===== src/rtl/cpu_trace_buffer.sv =====
// cpu_trace_buffer: on-chip commit-trace buffer for the MIPS_Processor core.
// Records one entry per retired instruction (PC, instruction, register
// write-back, store flag). Capture runs either until the buffer fills (FILL)
// or circularly until a PC trigger plus a post-trigger window (RING). Once
// capture stops, the held records drain oldest-first through a valid/ready port.
module cpu_trace_buffer #(
  parameter int PC_W      = 32,
  parameter int DATA_W    = 32,
  parameter int REG_AW    = 5,
  parameter int DEPTH     = 16,
  parameter int POST_TRIG = 4
) (
  input  logic                               clk,
  input  logic                               reset,
  input  logic                               valid_in,
  input  logic [PC_W-1:0]                    pc_in,
  input  logic [DATA_W-1:0]                  instr_in,
  input  logic                               rf_we_in,
  input  logic [REG_AW-1:0]                  rf_waddr_in,
  input  logic [DATA_W-1:0]                  rf_wdata_in,
  input  logic                               mem_we_in,
  input  logic                               arm,
  input  logic                               mode,
  input  logic                               trig_en,
  input  logic [PC_W-1:0]                    trig_pc,
  output logic                               rd_valid,
  input  logic                               rd_ready,
  output logic [PC_W+2*DATA_W+REG_AW+1:0]    rd_data,
  output logic [$clog2(DEPTH):0]             count,
  output logic [1:0]                         state,
  output logic                               triggered,
  output logic                               overflow
);

  localparam int AW    = $clog2(DEPTH);
  localparam int CW    = AW + 1;
  localparam int REC_W = PC_W + 2*DATA_W + REG_AW + 2;

  localparam logic [CW-1:0] FULL_CNT  = CW'(DEPTH);
  localparam logic [CW-1:0] LAST_CNT  = CW'(DEPTH - 1);
  localparam logic [AW-1:0] POST_INIT = AW'(POST_TRIG);

  typedef enum logic [1:0] {
    S_IDLE    = 2'b00,
    S_CAPTURE = 2'b01,
    S_POST    = 2'b10,
    S_DONE    = 2'b11
  } state_t;

  typedef enum logic {
    M_FILL = 1'b0,
    M_RING = 1'b1
  } mode_t;

  state_t            state_q;
  mode_t             mode_q;
  logic              trig_en_q;
  logic [PC_W-1:0]   trig_pc_q;
  logic [AW-1:0]     wr_ptr;
  logic [AW-1:0]     rd_ptr;
  logic [CW-1:0]     count_q;
  logic [AW-1:0]     post_cnt;
  logic              triggered_q;
  logic              overflow_q;

  logic [REC_W-1:0]  mem [DEPTH];

  logic              capturing;
  logic              wr_en;
  logic              at_full;
  logic              trig_hit;
  logic              rd_fire;
  logic [REC_W-1:0]  rec_in;

  assign rec_in    = {pc_in, instr_in, rf_we_in, rf_waddr_in, rf_wdata_in, mem_we_in};
  assign capturing = (state_q == S_CAPTURE) || (state_q == S_POST);
  // arm and reset both take precedence over a same-cycle commit.
  assign wr_en     = reset && !arm && valid_in && capturing;
  assign at_full   = (count_q == FULL_CNT);
  assign trig_hit  = trig_en_q && (pc_in == trig_pc_q);
  assign rd_valid  = (state_q == S_DONE) && (count_q != '0);
  assign rd_fire   = rd_valid && rd_ready;

  assign rd_data   = mem[rd_ptr];
  assign count     = count_q;
  assign state     = state_q;
  assign triggered = triggered_q;
  assign overflow  = overflow_q;

  // Record storage: written at wr_ptr on every accepted commit.
  // NOTE: the array has no reset on purpose; stale contents are never
  // visible because rd_valid is gated by count, and a reset-free array maps
  // onto plain RAM.
  always_ff @(posedge clk) begin
    if (wr_en) begin
      mem[wr_ptr] <= rec_in;
    end
  end

  // Capture/drain controller: pointers, occupancy, trigger and FSM state.
  // NOTE: every register here uses non-blocking assignment so all updates
  // see the pre-edge values, e.g. count and rd_ptr move together on a pop.
  always_ff @(posedge clk) begin
    if (!reset) begin
      state_q     <= S_IDLE;
      mode_q      <= M_FILL;
      trig_en_q   <= 1'b0;
      trig_pc_q   <= '0;
      wr_ptr      <= '0;
      rd_ptr      <= '0;
      count_q     <= '0;
      post_cnt    <= '0;
      triggered_q <= 1'b0;
      overflow_q  <= 1'b0;
    end else if (arm) begin
      mode_q      <= mode_t'(mode);
      trig_en_q   <= trig_en;
      trig_pc_q   <= trig_pc;
      wr_ptr      <= '0;
      rd_ptr      <= '0;
      count_q     <= '0;
      post_cnt    <= '0;
      triggered_q <= 1'b0;
      overflow_q  <= 1'b0;
      state_q     <= S_CAPTURE;
    end else begin
      unique case (state_q)
        S_IDLE: begin
        end

        S_CAPTURE: begin
          if (valid_in) begin
            wr_ptr <= wr_ptr + 1'b1;
            if (!at_full) begin
              count_q <= count_q + 1'b1;
            end else if (mode_q == M_RING) begin
              // Buffer full in RING: the oldest record was just overwritten.
              rd_ptr     <= rd_ptr + 1'b1;
              overflow_q <= 1'b1;
            end
            if (trig_hit) begin
              triggered_q <= 1'b1;
            end
            if (mode_q == M_RING && trig_hit) begin
              if (POST_TRIG == 0) begin
                state_q <= S_DONE;
              end else begin
                post_cnt <= POST_INIT;
                state_q  <= S_POST;
              end
            end else if (mode_q == M_FILL && count_q == LAST_CNT) begin
              state_q <= S_DONE;
            end
          end
        end

        S_POST: begin
          if (valid_in) begin
            wr_ptr   <= wr_ptr + 1'b1;
            post_cnt <= post_cnt - 1'b1;
            if (!at_full) begin
              count_q <= count_q + 1'b1;
            end else begin
              rd_ptr     <= rd_ptr + 1'b1;
              overflow_q <= 1'b1;
            end
            if (post_cnt == AW'(1)) begin
              state_q <= S_DONE;
            end
          end
        end

        S_DONE: begin
          if (rd_fire) begin
            rd_ptr  <= rd_ptr + 1'b1;
            count_q <= count_q - 1'b1;
          end
        end
      endcase
    end
  end

endmodule

===== config.mk =====
export PLATFORM = sky130hd
export DESIGN_NAME = cpu_trace_buffer
export DESIGN_NICKNAME = d
export VERILOG_FILES = /design/src/rtl/cpu_trace_buffer.sv
export SDC_FILE = /design/constraint.sdc
export NUM_CORES = 1
export LEC_CHECK = 0
export BUFFER_PORTS_ARGS = -buffer_cell sky130_fd_sc_hd__buf_2
export CAP_MARGIN = 20
export CORE_UTILIZATION = 55
export DETAILED_ROUTE_END_ITERATION = 6
export GPL_TIMING_DRIVEN = 0
export HOLD_SLACK_MARGIN = 0.05
export PLACE_DENSITY = 0.76
export SYNTH_ARGS = -nofsm -noshare
export SYNTH_HDL_FRONTEND = slang
export SYNTH_SLANG_ARGS = --single-unit

===== constraint.sdc =====
create_clock -name clk -period 30.3 [get_ports clk]
set_input_delay 6.06 -clock clk [delete_from_list [all_inputs] [get_ports clk]]
set_output_delay 6.06 -clock clk [all_outputs]
set_load 0.02 [all_outputs]

==> results.sh <==
export IMPL_rsz0062_at_grt="no"
export IMPL_core_area_mm2=0.117
export IMPL_status="finished, violations left"
export IMPL_cts_resized=0
export IMPL_cts_buffers=167
export IMPL_synth_cell_type_count=43
export IMPL_synth_top_area_share_pct=76.1
export IMPL_holdCritStartpoint="triggered$_SDFFE_PP0P_"
export IMPL_final_util_pct=64.8
export IMPL_worst_slew_pin_slew_ps=1090
export IMPL_post_cts_buffers=0
export IMPL_crit_path_start_kind="flip-flop"
export IMPL_wl_met1_mm=58.8
export IMPL_slew_violations=0
export IMPL_p_total_uw=4820
export IMPL_wirelength_mm=161
export IMPL_gp_congestion=0.804
export IMPL_power_internal_uw=3820
export IMPL_synth_seq_cells=1707
export IMPL_dieArea_mm2=0.120
export IMPL_start_util_pct=55.7
export IMPL_topRoutingLayerUsed="met5"
export IMPL_area_delta_synth_final_pct=16.4
export IMPL_place_area_mm2=0.0703
export IMPL_p_clk_share_pct=41.9
export IMPL_cts_hold_buf=0
export IMPL_hpwl_mm=98.6
export IMPL_synth_edf_count=1648
export IMPL_swShare_pct=20.7
export IMPL_holdPathStages=2
export IMPL_ctsHtreeMaxLevel=4
export IMPL_clockBufferDepth=3
export IMPL_grtUsageTotal_pct=27.2
export IMPL_ant_nets=1
export IMPL_met3_wirelength_mm=18.1
export IMPL_end_kind="output pin"
export IMPL_finalInstanceArea_mm2=0.0756
export IMPL_io_pins=255
export IMPL_hp_class="reg2reg"
export IMPL_synthArstFlopShare_pct=0
export IMPL_whs_endpoint="triggered$_SDFFE_PP0P_"
export IMPL_via_per_inst=6.53
export IMPL_cp_max_fo=10
export IMPL_cp_data_arrival_time_ps=4050
export IMPL_port_buffers=252
export IMPL_worstSetupPathType="reg2out"
export IMPL_p_per_area_mw_per_mm2=63.7
export IMPL_wl_met2_mm=80.0
export IMPL_dr_pass1_iters=5
export IMPL_synth_top_cells_by_count="1648 x edfxtp_1, 515 x mux4_2, 59 x clkbuf_1, 59 x dfxtp_1, 43 x buf_6"
export IMPL_syn_num_nets=2780
export IMPL_synth_most_common_cell="edfxtp_1"
export IMPL_cts_tree="done"
export IMPL_cts_root_buf="clkbuf_16"
export IMPL_yosysTopAreaCell="edfxtp_1"
export IMPL_clk_pin_slew_ps=70
export IMPL_violations="antenna rules"
export IMPL_fmax_mhz=98.9
export IMPL_clock_latency_ps=780
export IMPL_grt_antenna_before_repair=19
export IMPL_r2r_start="state[0]$_SDFFE_PN0P_"
export IMPL_max_slew_margin_pct=26.9
export IMPL_avgSynthCellArea_um2=24.8
export IMPL_r2r_setup_slack_ps=26410
export IMPL_ys_warn_count=0
export IMPL_fin_skew_ps=28.3
export IMPL_ys_seq_area_share_pct=78.0
export IMPL_crit_required_ps=24240
export IMPL_r2r_end="mem[3][36]$_DFFE_PP_"
export IMPL_grt_pass1_wl_mm=230
export IMPL_maxCapViolCount=0
export IMPL_num_vias=31500
export IMPL_drt_iter0_markers=4394
export IMPL_drc=0
export IMPL_synth_area_leaders="edfxtp_1 76%, mux4_2 18%, dfxtp_1 1.8%"
export IMPL_pwr_share_comb_pct=4.2
export IMPL_synth_flop_cell="edfxtp_1"
export IMPL_fp_dieH_um=346
export IMPL_cts_sink_count=1707
export IMPL_switching_power_uw=1000
export IMPL_grt_pass1_vias=33000
export IMPL_die_w_um=346
export IMPL_drive_gt1_share_pct=36.3
export IMPL_grt_overflow=0
export IMPL_num_nets_final=3321
export IMPL_setup_tns_final_ps=0
export IMPL_p_leak_uw=0.0235
export IMPL_min_period_ps=10110
export IMPL_synthCells=2624
export IMPL_grt_max_degree=23
export IMPL_syn_cell_area_mm2=0.0650
export IMPL_finalSetupViolations=0
export IMPL_period_share_pct=33.4
export IMPL_worst_r2r_path_depth=10
export IMPL_detail_route_wl_per_cell_um=33.3
export IMPL_seq_power_share_pct=53.9
export IMPL_rows=125
export IMPL_ir_worst_vdd_mv=0.0556
export IMPL_final_hold_viol_count=0
[area by class of cell]
class / instances / area, um^2
Sequential cell: 1707 / 50700
Fill cell: 7154 / 41000
Multi-Input combinational cell: 774 / 13600
Clock buffer: 209 / 4390
Timing Repair Buffer: 372 / 3310
Tap cell: 1524 / 1910
Clock inverter: 88 / 890
Buffer: 129 / 826
Inverter: 14 / 52.6
Antenna cell: 13 / 32.5
[cells by family after synthesis]
kind of cell	Yosys count	synth area share, %
AOI/OAI and AO/OA	26	0.277
xor gates and xnor gates	42	0.566
adders and majority gates	14	0.281
buffers and inverters	143	1.35
DFF	1707	78.0
muxes	553	18.4
and+or+nand+nor	139	1.14
[power by group through the flow]
| stage | Sequential, uW | Clock [uW] | Combinational, uW |
|---|---|---|---|
| 2_1_floorplan | 2650 | 0 | 117 |
| 3_3_place_gp | 2650 | 0 | 190 |
| 3_5_place_dp | 2650 | 0 | 201 |
| 4_1_cts | 2600 | 2040 | 203 |
| 5_1_grt | 2600 | 2130 | 214 |
| 6_report | 2600 | 2020 | 202 |
[metal layers]
layer	track usage [%]	up-vias
met2	44.3	2145
met4	8.15	6
li1	-	12400
met5	0	-
met3	6.01	294
met1	37.4	16700
[registers in the layout, indices dropped and copies added (netlist names), named ones only]
name	count
post_cnt	4
wr_ptr	4
state	2
mem	1648
rd_ptr	4
trig_pc_q	32
trig_en_q	1
overflow	1
mode_q	1
count	5
triggered	1
[critical path, stage by stage (launching register included)]
cell,delay (ps)
dfxtp_1,310
clkbuf_1,400
buf_2,540
buf_1,850
mux4_2,430
mux4_2,540
buf_2,190
[worst max-delay path by stage]
| stage | to | slack (ps) | depth (start not counted) |
|---|---|---|---|
| final | rd_data[81] | 20190 | 6 |
| after global routing | rd_data[2] | 20110 | 6 |
| after CTS | rd_data[29] | 20140 | 6 |
| after detailed placement | mem[3][35]$_DFFE_PP_ | 20850 | 10 |
| after global placement | mem[0][39]$_DFFE_PP_ | 6760 | 5 |
| after floorplan | mem[3][0]$_DFFE_PP_ | 15710 | 5 |
[cell usage in the layout, fill, tap and decap left out, types with 4 or more instances in the layout]
cell       Yosys  routed
a21oi_1        7       7
buf_1         12      12
buf_12         0      46
buf_16         0      16
buf_2         15     267
buf_6         43      89
buf_8          0      11
bufinv_16      0      13
clkbuf_1      59      97
clkbuf_16      0     168
clkinv_1       0      29
clkinv_2       0      28
clkinv_8       0       4
dfxtp_1       59      59
diode_2        0      13
edfxtp_1    1648    1648
ha_1          13      13
inv_1         14      14
inv_16         0       4
inv_6          0       4
mux2i_1       38      38
mux4_2       515     515
nand2_1       13      13
nand3_1        7       7
nand4_1       18      18
nor2_1        38      26
nor2_4         0      12
nor2b_1       37      37
nor3_1         9       5
nor3_2         1       5
nor4_1         4       4
o21ai_0        5       5
xnor2_1       34      34
xor2_1         8       8
[metrics by stage]
stage | setup slack [ps] | std cells | hold WS [ps]
6_report | 20190 | 4830 | 507
5_1_grt | 20110 | 4821 | 547
4_1_cts | 20140 | 4816 | 506
3_5_place_dp | 20850 | 4519 | 475
3_3_place_gp | 6760 | 4400 | 459
2_1_floorplan | 15710 | 2624 | 455
(Power assumes the default switching activity.)
